==> src/rtl/riscv_pkg.sv <==
// Shared RISC-V definitions: memory access size codes and
// memory-port owner identifiers.
package riscv_pkg;

  localparam logic [2:0] MASK_B  = 3'b000;
  localparam logic [2:0] MASK_H  = 3'b001;
  localparam logic [2:0] MASK_W  = 3'b010;
  localparam logic [2:0] MASK_BU = 3'b100;
  localparam logic [2:0] MASK_HU = 3'b101;

  typedef enum logic {
    OWNER_IF = 1'b0,
    OWNER_DM = 1'b1
  } owner_e;

endpackage

==> src/rtl/riscv_memory_arbiter_pipeline.sv <==
// Fixed-depth shift register; every stage is cleared
// by the asynchronous active-low reset.
module riscv_memory_arbiter_pipeline #(
  parameter int PIPELINE_STAGES = 2,
  parameter int PIPELINE_WIDTH  = 2
) (
  input  logic                      clk_in,
  input  logic                      rst_in,
  input  logic [PIPELINE_WIDTH-1:0] data_in,
  output logic [PIPELINE_WIDTH-1:0] data_out
);

  logic [PIPELINE_STAGES-1:0][PIPELINE_WIDTH-1:0] stage_q;

  always_ff @(posedge clk_in or negedge rst_in) begin
    if (!rst_in) begin
      stage_q <= '0;
    end else begin
      stage_q[0] <= data_in;
      for (int i = 1; i < PIPELINE_STAGES; i++) begin
        stage_q[i] <= stage_q[i-1];
      end
    end
  end

  assign data_out = stage_q[PIPELINE_STAGES-1];

endmodule

==> src/rtl/riscv_memory_arbiter.sv <==
// Fetch/data arbiter for a single shared memory port with
// data priority bounded by a streak limit and tagged read returns.
module riscv_memory_arbiter
  import riscv_pkg::*;
#(
  parameter int READ_LATENCY    = 2,
  parameter int MAX_DATA_STREAK = 4
) (
  input  logic        clk_in,
  input  logic        rst_in,
  input  logic        if_req_in,
  input  logic [31:0] if_addr_in,
  output logic        if_gnt_out,
  output logic        if_rvalid_out,
  output logic [31:0] if_rdata_out,
  input  logic        dm_req_in,
  input  logic        dm_we_in,
  input  logic [31:0] dm_addr_in,
  input  logic [31:0] dm_wdata_in,
  input  logic [2:0]  dm_size_in,
  output logic        dm_gnt_out,
  output logic        dm_rvalid_out,
  output logic [31:0] dm_rdata_out,
  output logic [31:0] mem_addr_out,
  output logic [31:0] mem_wdata_out,
  output logic [2:0]  mem_size_out,
  output logic        mem_we_out,
  output logic        mem_re_out,
  input  logic [31:0] mem_data_in
);

  localparam int SW = $clog2(MAX_DATA_STREAK + 1);
  localparam logic [SW-1:0] STREAK_MAX = SW'(MAX_DATA_STREAK);

  logic [SW-1:0] streak_q, streak_d;
  logic          gnt_if, gnt_dm;
  logic [1:0]    tag_in, tag_out;
  owner_e        owner;
  logic          tag_vld;

  always_comb begin
    gnt_if = 1'b0;
    gnt_dm = 1'b0;
    if (rst_in) begin
      if (if_req_in && dm_req_in) begin
        gnt_if = (streak_q == STREAK_MAX);
        gnt_dm = (streak_q != STREAK_MAX);
      end else begin
        gnt_if = if_req_in;
        gnt_dm = dm_req_in;
      end
    end
  end

  // Streak counts data wins only while fetch is actually waiting.
  always_comb begin
    streak_d = streak_q;
    if (!if_req_in || gnt_if) begin
      streak_d = '0;
    end else if (gnt_dm && streak_q != STREAK_MAX) begin
      streak_d = streak_q + 1'b1;
    end
  end

  always_ff @(posedge clk_in or negedge rst_in) begin
    if (!rst_in) begin
      streak_q <= '0;
    end else begin
      streak_q <= streak_d;
    end
  end

  always_comb begin
    mem_addr_out  = '0;
    mem_wdata_out = '0;
    mem_size_out  = '0;
    mem_we_out    = 1'b0;
    mem_re_out    = 1'b0;
    unique case (1'b1)
      gnt_if: begin
        mem_addr_out = if_addr_in;
        mem_size_out = MASK_W;
        mem_re_out   = 1'b1;
      end
      gnt_dm: begin
        mem_addr_out  = dm_addr_in;
        mem_wdata_out = dm_wdata_in;
        mem_size_out  = dm_size_in;
        mem_we_out    = dm_we_in;
        mem_re_out    = !dm_we_in;
      end
      default: ;
    endcase
  end

  assign owner  = gnt_dm ? OWNER_DM : OWNER_IF;
  assign tag_in = {mem_re_out, owner};

  riscv_memory_arbiter_pipeline #(
    .PIPELINE_STAGES (READ_LATENCY),
    .PIPELINE_WIDTH  (2)
  ) u_tag_pipe (
    .clk_in   (clk_in),
    .rst_in   (rst_in),
    .data_in  (tag_in),
    .data_out (tag_out)
  );

  assign tag_vld       = tag_out[1];
  assign if_rvalid_out = tag_vld && (owner_e'(tag_out[0]) == OWNER_IF);
  assign dm_rvalid_out = tag_vld && (owner_e'(tag_out[0]) == OWNER_DM);
  assign if_rdata_out  = if_rvalid_out ? mem_data_in : '0;
  assign dm_rdata_out  = dm_rvalid_out ? mem_data_in : '0;

  assign if_gnt_out = gnt_if;
  assign dm_gnt_out = gnt_dm;

endmodule

==> config.mk <==
export PLATFORM = sky130hd
export DESIGN_NAME = riscv_memory_arbiter
export DESIGN_NICKNAME = d
export VERILOG_FILES = /design/src/rtl/riscv_pkg.sv /design/src/rtl/riscv_memory_arbiter_pipeline.sv /design/src/rtl/riscv_memory_arbiter.sv
export SDC_FILE = /design/constraint.sdc
export NUM_CORES = 1
export LEC_CHECK = 0
export BUFFER_PORTS_ARGS = -buffer_cell sky130_fd_sc_hd__buf_2
export CAP_MARGIN = 20
export CELL_PAD_IN_SITES_DETAIL_PLACEMENT = 1
export CELL_PAD_IN_SITES_GLOBAL_PLACEMENT = 2
export CORE_ASPECT_RATIO = 1.75
export CORE_UTILIZATION = 10
export DETAILED_ROUTE_END_ITERATION = 8
export GPL_TIMING_DRIVEN = 0
export PLACE_DENSITY = 0.95
export SYNTH_ARGS = -nofsm -noshare
export SYNTH_HDL_FRONTEND = slang
export SYNTH_SLANG_ARGS = --single-unit
export TNS_END_PERCENT = 20
==> constraint.sdc <==
create_clock -name clk_in -period 2.1 [get_ports clk_in]
set_clock_uncertainty 0.15 [all_clocks]
set_input_delay 0.315 -clock clk_in [delete_from_list [all_inputs] [get_ports clk_in]]
set_output_delay 0.315 -clock clk_in [all_outputs]
set_load 0.005 [all_outputs]
; ---- After elaboration in Yosys (flattened, before gate mapping)
; Index checks and enable logic that the tools add are counted.
[op_classes]
addsub = 1
eq_ne = 2
muxes = 14
n_bitwise = 1
reduce_logical = 8
[op_table]
columns = operator, n
row1 = 32-bit two-way mux, 3
row2 = 32-bit one-hot mux with 2 select lines, 1
row3 = 1-bit two-way mux, 6
row4 = 3-bit two-way mux, 2
row5 = 3-bit one-hot mux with 2 select lines, 1
row6 = 1-bit logical AND, 4
row7 = 3-bit by 1-bit adder with 3-bit output (second input constant), 1
row8 = 3-bit == test (second input constant), 1
row9 = 3-bit inequality test (second input constant), 1
row10 = 1-bit logical NOT, 2
row11 = 1-bit one-hot mux with 2 select lines, 1
row12 = 2-bit nonzero test, 1
row13 = 1-bit logical OR, 1
row14 = 1-bit inverter, 1
[word_totals]
register_bits = 7
inputBits = 136
out_inout_bits = 137
word_cells = 29

; ---- Depth between registers and ports, before layout
; Gate-level depths: netlist of the first run.
[logic_depth]
ltp_word = 6
ltp_mapped = 6
depth_no_buf = 5

; ---- By module
; A second synthesis of the first run with hierarchy kept.
[hier_totals]
hier_cells = 184
area_unflattened_um2 = 1407.6
[modules_own_cells]
columns = module, n_inst, cells_each, area_per_inst_um2, seq_area_each_um2
row1 = riscv_memory_arbiter, 1, 178, 1292.5, 75.1
row2 = riscv_memory_arbiter_pipeline, 1, 6, 115.1, 100.1

; ---- Worst setup path after synthesis of the first run
; No wires, ideal clock.
[synth_timing]
path_type = flip-flop to output port
start = register streak_q[0]
end = output mem_addr_out[0]
arrival_ns = 1.361
t_required_ns = 1.635
slack_ns = 0.274
stages_incl_launch_ff = 7
path_buffers = 1
path_cell_list = dfrtp_1 > inv_1 > ha_1 > a21boi_2 > nor2_4 > buf_2 > a22o_1
[synth_between]
elab_chain_len = 4
elab_cells_between_ends = 7
classes_between = eq/ne: 2 / mux: 5
[synth_lines]
columns = item, line_no
row1 = start: declaration, riscv_memory_arbiter.sv:35  ; logic [SW-1:0] streak_q, streak_d;
row2 = start signal: assignment, riscv_memory_arbiter.sv:69  ; streak_q <= streak_d;
row3 = 3-bit == test, riscv_memory_arbiter.sv:46  ; gnt_if = (streak_q == STREAK_MAX);
row4 = 1-bit two-way mux, riscv_memory_arbiter.sv:45  ; if (if_req_in && dm_req_in) begin
row5 = 1-bit two-way mux, riscv_memory_arbiter.sv:44  ; if (rst_in) begin
row6 = named net if_gnt_out, riscv_memory_arbiter.sv:13  ; output logic if_gnt_out,
row7 = 32-bit one-hot mux with 2 select lines, riscv_memory_arbiter.sv:79  ; unique case (1'b1)
row8 = end: declaration, riscv_memory_arbiter.sv:24  ; output logic [31:0] mem_addr_out,
; The timed path passes the listed nets, and every way through them passes these cells.

; ---- Final worst setup path of the first run
[layout_timing]
start = register streak_q[1]
end = output mem_addr_out[20]
[layout_between]
elab_chain_len = 4
elab_cells_between_ends = 7
classes_between = eq/ne: 2 / mux: 5
[layout_lines]
columns = item, line_no
row1 = 3-bit inequality test / 3-bit == test (equally long branches), "riscv_memory_arbiter.sv:47, riscv_memory_arbiter.sv:46"
row2 = 1-bit two-way mux, riscv_memory_arbiter.sv:45
row3 = 1-bit two-way mux, riscv_memory_arbiter.sv:44
row4 = 32-bit one-hot mux with 2 select lines *, riscv_memory_arbiter.sv:79
; Mark *: on every way between the ends. The rest lies on a longest branch, timed or not.

==> metrics.md, run 1 <==
| Metric | Value |
|---|---|
| Status | `finished with violations` |
| Failing checks | `negative setup slack` |
| Post-synth cell types | `21` |
| CP cell instances | `inv_2 > ha_4 > a31oi_4 > buf_12 > buf_8 > buf_6 > a22o_1 > buf_2` |
| Routed len/inst | `around 14 um` |
| Final #Nets | `between 600 and 700` |
| Period Utilization, post-route | `1.02` |
| Clock tree buffer depth | `2` |
| Slowest CP cell | `dfrtp_1` |
| Root buffer cell | `clkbuf_16` |
| Worst relative slew slack | `0.767` |
| Largest cells by area after synthesis | `and2_1 31%, a22o_1 20%, and3_1 14%, dfrtp_1 13%, buf_6 5.7%` |
| Share of post-route cells with drive strength above 1 | `0.701` |
| Max Cap Viol | `0` |
| Initial antenna violation count | `0` |
| Pwr dens | `289 mW/mm2` |
| Sequential area share after synthesis | `0.126` |
| Hold path start | `u_tag_pipe.stage_q[1]` |
| CP required | `roughly 1600 ps` |
| Synth area leader | `and2_1` |
| DP Worst Slack | `-94.3 ps` |
| Initial DRC Count | `26` |
| Post-Route WL | `9260 um` |
| Fin. max-slew vios | `0` |
| Hpwl dp | `around 7900 um` |
| Fin crit period | `2140 ps` |
| Reg power frac | `0.153` |
| Worst setup path class | `flop to primary output` |
| GP Congestion | `0.835` |
| Global-route wire length before repair | `12800 um` |
| Clock sink count | `7` |
| Most frequent cells in the layout | `253 x buf_2, 44 x and2_1, 32 x and3_1` |
| Num rows | `56` |
| Number of global-route vias before repair | `2539` |
| Worst skew pair latency | `between 200 and 250 ps` |
| Area grow syn2layout | `145%` |
| CP Max Fanout | `7` |
| Largest net degree at the start of global routing | `12` |
| Cells after DPL | `629` |
| Utilization after layout | `0.252` |
| # DRC | `0` |
| Crit path largest cell delay | `400 ps` |
| Comb pwr share | `0.519` |
| Via density | `4.00` |
| Setup slack after layout | `-41.5 ps` |
| GRT Total Usage | `0.115` |
| IO buf count | `272` |
| Net switching power | `0.289 mW` |
| H-tree depth | `1` |
| HP Class | `flop to flop` |
| Synth Net Count | `321` |
| Syn. warnings | `0` |
| Die area | `0.0143 mm2` |
| Unrepaired setup endpoints after global routing | `true` |
| Hold WS | `~200 ps` |
| # diodes | `0` |
| Final Hold Viols | `0` |
| Worst Setup End Kind | `primary output` |
| Starting Density | `0.103` |
| CP Launch Point | `streak_q[1]` |
| Crit path DAT | `1680 ps` |
| Die Wd | `around 91 um` |
| GRT overflow | `0` |
| Least-Margin Pin Slew | `350 ps` |
| Int Power | `0.689 mW` |
| #FFs+latches synth | `7` |
| Fmax | `roughly 470 MHz` |
| Peak supply drop | `between 0.2 and 0.25 mV` |
| Crit start category | `flop` |
| Most common cell after layout, fill and taps aside | `buf_2` |
| Boundary Pins | `273` |
| Leak Pwr | `approximately 2.2 nW` |
| Num CTS Buffers | `3` |
| Clk pwr share | `0.328` |
| Core ar. | `0.0135 mm2` |
| Final std cells w/o fill | `approximately 640` |
| Synth top area share | `0.307` |
| Fin Setup TNS | `-367 ps` |
| Final ANT Viol Nets | `0` |
| DR pass1 iterations | `4` |
| Syn Inst Count | `183` |
| Via count | `roughly 2600` |
| Die height | `158 um` |
| Finish-stage setup viols | `25` |
| CTS tree | `built` |
| Synth Cell Area | `around 0.0014 mm2` |
| Switch share | `0.296` |
| Post-Syn Area per Cell | `7.57 um2` |
| Clk slew on worst S/H paths | `approximately 40 ps` |
| Reg2reg start | `streak_q[1]` |
final cells by class:
| type | instances | area [um2] |
|---|---|---|
| Buffer | 18 | 143 |
| Timing Repair Buffer | 283 | 1600 |
| Multi-Input combinational cell | 153 | 1160 |
| Sequential cell | 7 | 175 |
| Tap cell | 174 | 218 |
| Fill cell | 1749 | 10100 |
| Clock buffer | 4 | 78.8 |
| Inverter | 4 | 15.0 |
state kept, by name, summed over array words and instances, names as in the netlist:
| signal | cells |
|---|---|
| u_tag_pipe.data_out | 2 |
| streak_q | 3 |
| u_tag_pipe.stage_q | 2 |
worst max-delay path: cells and delay by family, from the launching register on:
kind / cells / cell delay, ps
AOI/OAI and AO/OA: 2 / 260
buffers and inverters: 5 / 600
adders and majority gates: 1 / 170
DFF: 1 / 400
worst paths after layout:
check / to / slack [ps] / cells after the start
max reg2reg: u_tag_pipe.stage_q[1] / 600 / 6
min in group asynchronous: streak_q[1] / 480 / 2
min: u_tag_pipe.data_out[1] / 200 / 0
max: mem_addr_out[20] / -40 / 8
min reg2reg: u_tag_pipe.data_out[1] / 200 / 0
max in group asynchronous: u_tag_pipe.stage_q[0] / 1080 / 2
power groups by stage:
| stage | Sequential, mW | Clock, mW | Combinational [mW] |
|---|---|---|---|
| after floorplan | 0.147 | 0 | 0.167 |
| after global placement | 0.151 | 0 | 0.435 |
| after detailed placement | 0.152 | 0 | 0.442 |
| after CTS | 0.151 | 0.325 | 0.476 |
| after global routing | 0.152 | 0.335 | 0.553 |
| final | 0.150 | 0.321 | 0.507 |
per-stage QoR:
step                cell area (um2)  power [mW]
floorplan                      1390       0.314
finish                         3390       0.978
CTS                            3210       0.952
global route                   3390        1.04
detailed placement             2960       0.594
global placement               2960       0.586
cell usage after synthesis:
| cell type | n |
|---|---|
| and2_1 | 68 |
| a22o_1 | 32 |
| and3_1 | 32 |
| clkbuf_1 | 8 |
| buf_6 | 7 |
| dfrtp_1 | 7 |
| buf_2 | 4 |
| inv_1 | 4 |
| nand2b_1 | 3 |
| nand3_1 | 3 |
| a21o_1 | 2 |
| a21oi_1 | 2 |
| ha_1 | 2 |
| nand2_1 | 2 |
| a21boi_2 | 1 |
| a31oi_1 | 1 |
| a31oi_4 | 1 |
| nand4b_1 | 1 |
| nor2_1 | 1 |
| nor2_4 | 1 |
| nor2b_1 | 1 |
kinds of logic after synthesis:
family,share of synthesized area
flip-flops,0.126
adder cells (fa/ha/maj),0.0181
AND/OR/NAND/NOR,0.503
buffers and inverters,0.104
AO/OA/AOI/OAI,0.248
metal layers:
metal  global-route usage  wire [um]  vias up
met4               0.0272        127        0
met3               0.0327       1040        6
met5                    0          0        -
met2                0.250       5210      198
met1                0.101       2880     1155
li1                     -          -     1212
what timing repair did:
action                                 in CTS  in global routing
endpoints found under the hold margin       7                  0
pin swaps                                  12                 35
resized for setup                          23                 47
hold buffers                                1                  0
gates cloned                                1                  2
setup endpoints to repair                 100                 98
buffers inserted                            7                  0
No activity file was read; power rests on OpenSTA's default activity.
==> run 2, diff against run 1 <==
Settings changed: BUFFER_PORTS_ARGS -buffer_cell sky130_fd_sc_hd__buf_2 to default, CORE_AREA from default to 2 2 105 107, CORE_ASPECT_RATIO 1.75 to default, CORE_UTILIZATION 10 to default, DIE_AREA from default to 0 0 107 109, DONT_BUFFER_PORTS from default to 1, PLACE_DENSITY 0.95 to 0.6.
Clock period 2.1 ns to 2.55 ns, I/O delays scaled along.
==> metrics.md, run 2 (synthesis gave the netlist of run 1 again) <==
| Metric | Value |
|---|---|
| Via density | `4.56 (+14%)` |
| Hold path start | `rst_in` |
| Post-CTS setup buffers | `0 (-7)` |
| Cells after DPL | `323 (-49%)` |
| Boundary Pins | `273 (unchanged)` |
| Starting Density | `0.131 (+0.0277)` |
| Worst relative slew slack | `0.709 (-0.0574)` |
| CTS tree | `built` |
| Max FFs per register | `3 (unchanged)` |
| Hold path cells | `2 (+2)` |
| Via count | `1496 (-42%)` |
| Worst setup path class | `flop to primary output` |
| Root buffer cell | `clkbuf_8` |
| Dpl cell area | `0.00156 mm2 (-47%)` |
| FF-to-FF End | `u_tag_pipe.stage_q[1]` |
| CP required | `2020 ps (+390 ps)` |
| Number of global-route vias before repair | `1383 (-46%)` |
| Largest net degree at the start of global routing | `12 (unchanged)` |
| Fin crit period | `2350 ps` |
| Global-route wire length before repair | `8020 um (-37%)` |
| # diodes | `0 (unchanged)` |
| Fmax | `426 MHz` |
| Area grow syn2layout | `16.6%` |
| H-tree depth | `1 (unchanged)` |
| Worst r2r path cells | `6 (unchanged)` |
| Die height | `109 um (-31%)` |
| Final std cells w/o fill | `328 (-49%)` |
| DR pass1 iterations | `4 (unchanged)` |
| Initial antenna violation count | `0 (unchanged)` |
| Crit path largest cell delay | `390 ps (about the same)` |
| Die area | `0.0117 mm2 (-19%)` |
| Num CTS Buffers | `3 (unchanged)` |
| Design area | `0.00162 mm2 (-52%)` |
| Worst Setup End Kind | `primary output` |
| Most common cell after layout, fill and taps aside | `and2_1` |
| CP top delay family | `flip-flops` |
| WHS Endpoint | `streak_q[1]` |
| Clk slew on worst S/H paths | `40 ps (about the same)` |
| Share of post-route cells with drive strength above 1 | `0.0904 (-0.611)` |
| GRT Total Usage | `0.0935 (-0.0219)` |
| Die Wd | `107 um (+18%)` |
| Core ar. | `0.0106 mm2 (-21%)` |
| Crit start category | `flop` |
| Clock tree buffer depth | `2 (unchanged)` |
| Most frequent cells in the layout | `68 x and2_1, 32 x a22o_1, 32 x and3_1` |
| Final #Nets | `327 (-46%)` |
| Largest Register | `streak_q` |
| Final ANT Viol Nets | `0 (unchanged)` |
| GRT overflow | `0 (unchanged)` |
| Worst reg2reg setup slack | `770 ps (+170 ps)` |
| CP Max Fanout | `10 (+3)` |
| IO buf count | `0 (-100%)` |
| Crit path DAT | `1820 ps (+140 ps)` |
| Max Cap Viol | `0 (unchanged)` |
| Least-Margin Pin Slew | `436 ps (+86.1 ps)` |
| Leak Pwr | `0.777 nW (-64%)` |
| Pwr dens | `278 mW/mm2 (-3.7%)` |
| Initial DRC Count | `41 (+58%)` |
| Finish-stage setup viols | `0 (-100%)` |
| Status | `finished clean` |
| Fin. max-slew vios | `0 (unchanged)` |
| Num rows | `38 (-32%)` |
| HP Class | `input port to flop` |
| Worst path buffer plus inverter count | `2 (-3)` |
| CP cell instances | `inv_1 > ha_1 > a21boi_2 > nor2_4 > buf_2 > a22o_1` |
| CP Launch Point | `streak_q[0]` |
| Worst skew pair latency | `220 ps (about the same)` |
| Reg2reg start | `streak_q[0]` |
| Peak supply drop | `0.106 mV (-54%)` |
| Clock sink count | `7 (unchanged)` |
| GP Congestion | `0.819 (-1.8%)` |
| Slowest CP cell | `dfrtp_1` |
| Fin Setup TNS | `0 ps (+367 ps)` |
| Routed len/inst | `19.9 um (+38%)` |
| Hpwl dp | `5950 um (-25%)` |
| Power Total | `0.449 mW (-54%)` |
| Utilization after layout | `0.152 (-0.0994)` |
| # DRC | `0 (unchanged)` |
| Period Utilization, post-route | `0.922` |
| Post-Route WL | `6520 um (-30%)` |
| Unrepaired setup endpoints after global routing | `false` |
| Final Hold Viols | `0 (unchanged)` |
## run 2: changes by cell type in the layout (fill, tap and decap cells not counted), moves of 2 or more
cell       delta
clkbuf_1      +2
buf_8         -2
and2_1       +24
inv_1         +2
clkbuf_8      +3
inv_2         -2
buf_2       -249
clkbuf_2      -2
and2_4       -24
clkbuf_16     -3
buf_6        -22
buf_4         -7
## run 2: how the worst max path moves through the flow
stage / end / slack [ps] / cells after the start
2_1_floorplan: mem_addr_out[0] / 660 / 6
6_report: mem_addr_out[4] / 200 / 6
5_1_grt: mem_addr_out[4] / 40 / 6
3_3_place_gp: mem_size_out[1] / 380 / 5
3_5_place_dp: mem_addr_out[4] / 420 / 6
4_1_cts: mem_size_out[1] / 160 / 5
## run 2: report_power, final
part           total, mW  internal, mW  switching [mW]  leakage [nW]
clock network      0.155         0.108          0.0467        0.0228
registers          0.121         0.117         0.00480        0.0930
logic              0.173        0.0731           0.100         0.661
## run 2: final cells by class
class | count | area [um2]
Fill cell | 1289 | 8990
Inverter | 4 | 15.0
Clock buffer | 4 | 45.0
Buffer | 19 | 129
Timing Repair Buffer | 1 | 10.0
Tap cell | 140 | 175
Sequential cell | 7 | 175
Multi-Input combinational cell | 153 | 1070
## run 2: per-stage QoR
| stage | hold WS, ps | worst slack, ps |
|---|---|---|
| global route | 168 | 44.6 |
| CTS | 151 | 156 |
| floorplan | -63.1 | 656 |
| finish | 155 | 200 |
| detailed placement | -62.8 | 416 |
| global placement | -62.7 | 379 |
## run 2: repair_timing
item / in CTS / in global routing
resized for setup: 0 / 0
hold buffers: 1 / 0
endpoints found under the hold margin: 7 / 0
## run 2: routing by layer
| layer | wire, um | part of all wire | global-route usage |
|---|---|---|---|
| met1 | 2290 | 0.35 | 0.0951 |
| met2 | 3600 | 0.55 | 0.195 |
| met3 | 549 | 0.084 | 0.0126 |
| met4 | 92 | 0.014 | 0.0278 |
| met5 | 0 | 0 | 0 |
==> run 3, diff against run 2 <==
Settings changed: SETUP_SLACK_MARGIN from default to 0.3.
==> metrics.md, run 3 (synthesis gave the netlist of run 1 again) <==
| Metric | Value |
|---|---|
| Status | `finished clean` |
| Worst reg2reg setup slack | `930 ps (+160 ps)` |
| Finish-stage setup viols | `0 (unchanged)` |
| Initial DRC Count | `45 (+9.8%)` |
| Root buffer cell | `clkbuf_8` |
| Most common cell after layout, fill and taps aside | `and2_1` |
| CP cell instances | `inv_1 > ha_2 > a21boi_2 > nor2_4 > buf_4 > a22o_1` |
| Final #Nets | `331 (+1.2%)` |
| # DRC | `0 (unchanged)` |
| Worst path buffer plus inverter count | `2 (unchanged)` |
| CP endpoint | `mem_addr_out[4]` |
| Reg power frac | `0.264 (-0.006)` |
| Largest Register | `streak_q` |
| Least-Margin Pin Slew | `348 ps (-88.0 ps)` |
| Num rows | `38 (unchanged)` |
| CTS tree | `built` |
| Share of post-route cells with drive strength above 1 | `0.115 (+0.0242)` |
| Via count | `1499 (+0.20%)` |
| Comb pwr share | `0.395 (+0.009)` |
| CP Launch Point | `streak_q[0]` |
| Number of global-route vias before repair | `1397 (+1.0%)` |
| Power Total | `0.459 mW (+2.2%)` |
| Period Utilization, post-route | `0.841 (-0.0802)` |
| Slowest CP cell | `dfrtp_1` |
| Int Power | `0.305 mW (+2.4%)` |
| CP top delay family | `compound AO/OA/AOI/OAI gates` |
| Clk slew on worst S/H paths | `40 ps (about the same)` |
| Net switching power | `0.154 mW (+1.8%)` |
| Worst skew pair latency | `230 ps (about the same)` |
| Worst relative slew slack | `0.767 (+0.0579)` |
| HP Class | `input port to flop` |
| Setup slack after layout | `405 ps (+205 ps)` |
| Max Cap Viol | `0 (unchanged)` |
| Fin. max-slew vios | `0 (unchanged)` |
| Num CTS Buffers | `3 (unchanged)` |
| # diodes | `0 (unchanged)` |
| Final ANT Viol Nets | `0 (unchanged)` |
| Starting Density | `0.131 (unchanged)` |
| Routed len/inst | `19.7 um (-0.87%)` |
| Fin Setup TNS | `0 ps (unchanged)` |
| Core ar. | `0.0106 mm2 (unchanged)` |
| Worst Setup End Kind | `primary output` |
| DR pass1 iterations | `4 (unchanged)` |
| Peak supply drop | `0.108 mV (+2.1%)` |
| Post-Route WL | `6550 um (+0.34%)` |
| Fin crit period | `2150 ps (-205 ps)` |
| Die Wd | `107 um (unchanged)` |
| Switch share | `0.336 (-0.00122)` |
| Clk pwr share | `0.340 (-0.004)` |
| Crit start category | `flop` |
| Area grow syn2layout | `20.2%` |
| IO buf count | `0 (unchanged)` |
| Fmax | `466 MHz (+9.5%)` |
| Unrepaired setup endpoints after global routing | `false` |
| Most frequent cells in the layout | `68 x and2_1, 32 x a22o_1, 32 x and3_1` |
| Initial antenna violation count | `0 (unchanged)` |
| Worst setup path class | `flop to primary output` |
| Die area | `0.0117 mm2 (unchanged)` |
| Leak Pwr | `0.799 nW (+2.8%)` |
| Reg2reg start | `streak_q[0]` |
| Die height | `109 um (unchanged)` |
| Crit path DAT | `1610 ps (-210 ps)` |
| GRT overflow | `0 (unchanged)` |
| Global-route wire length before repair | `8060 um (+0.44%)` |
| Clock tree buffer depth | `2 (unchanged)` |
| DP Worst Slack | `416 ps (unchanged)` |
| H-tree depth | `1 (unchanged)` |
| Max FFs per register | `3 (unchanged)` |
| CP Max Fanout | `10 (unchanged)` |
| Via density | `4.52 (-1.0%)` |
| Utilization after layout | `0.157 (+0.00472)` |
| GRT Total Usage | `0.0937 (+0.000251)` |
| Largest net degree at the start of global routing | `12 (unchanged)` |
| Crit path largest cell delay | `370 ps (-20 ps)` |
| Boundary Pins | `273 (unchanged)` |
| Worst r2r path cells | `6 (unchanged)` |
| Final Hold Viols | `0 (unchanged)` |
| Clock sink count | `7 (unchanged)` |
| FF-to-FF End | `u_tag_pipe.stage_q[1]` |
| Hpwl dp | `5950 um (unchanged)` |
| Pwr dens | `276 mW/mm2 (-0.89%)` |
| GP Congestion | `0.819 (unchanged)` |
| CP required | `2020 ps (about the same)` |
| Crit. path cell count | `6 (unchanged)` |
==> run 3: through the flow <==
step | hold WS (ps) | std cells | instance area (um2)
global route | 168 | 332 | 1670
detailed placement | -62.8 | 323 | 1560
finish | 152 | 332 | 1670
CTS | 151 | 331 | 1650
global placement | -62.7 | 323 | 1560
floorplan | -63.1 | 183 | 1390
==> run 3: routing by layer <==
metal  vias up  part of all wire  routed length, um  global-route usage
met4         0             0.014                 92              0.0278
li1        658                 -                  -                   -
met5         -                 0                  0                   0
met1       683              0.35               2320              0.0947
met2       152              0.55               3610               0.196
met3         6             0.080                521              0.0126
==> run 3: final cells by class <==
type	count	area [um2]
buffer	19	134
timing repair buffer	5	52.6
sequential	7	175
inverter	4	15.0
tap	140	175
clock buffer	4	45.0
fill	1286	8940
multi-input combinational	153	1070
==> run 3: worst min-delay path by stage <==
| stage | start | end | cells past startpoint |
|---|---|---|---|
| after global routing | rst_in | streak_q[1] | 2 |
| after floorplan | rst_in | streak_q[0] | 0 |
| after global placement | rst_in | streak_q[2] | 0 |
| final | rst_in | streak_q[1] | 2 |
| after CTS | rst_in | streak_q[1] | 2 |
| after detailed placement | rst_in | streak_q[2] | 0 |
==> run 3: power groups by stage <==
stage                     sequential [mW]  clock (mW)  combinational, mW
after global placement              0.123           0              0.173
after detailed placement            0.123           0              0.174
after CTS                           0.121       0.160              0.185
final                               0.121       0.156              0.182
after floorplan                     0.121           0              0.137
after global routing                0.122       0.166              0.200
==> run 3: repair_timing <==
action	4_1_cts	5_1_grt
buffers inserted	3	1
gates resized for setup	1	2
setup endpoints to repair	69	29
endpoints found under the hold margin	7	0
pin swaps	3	1
hold buffers	1	0
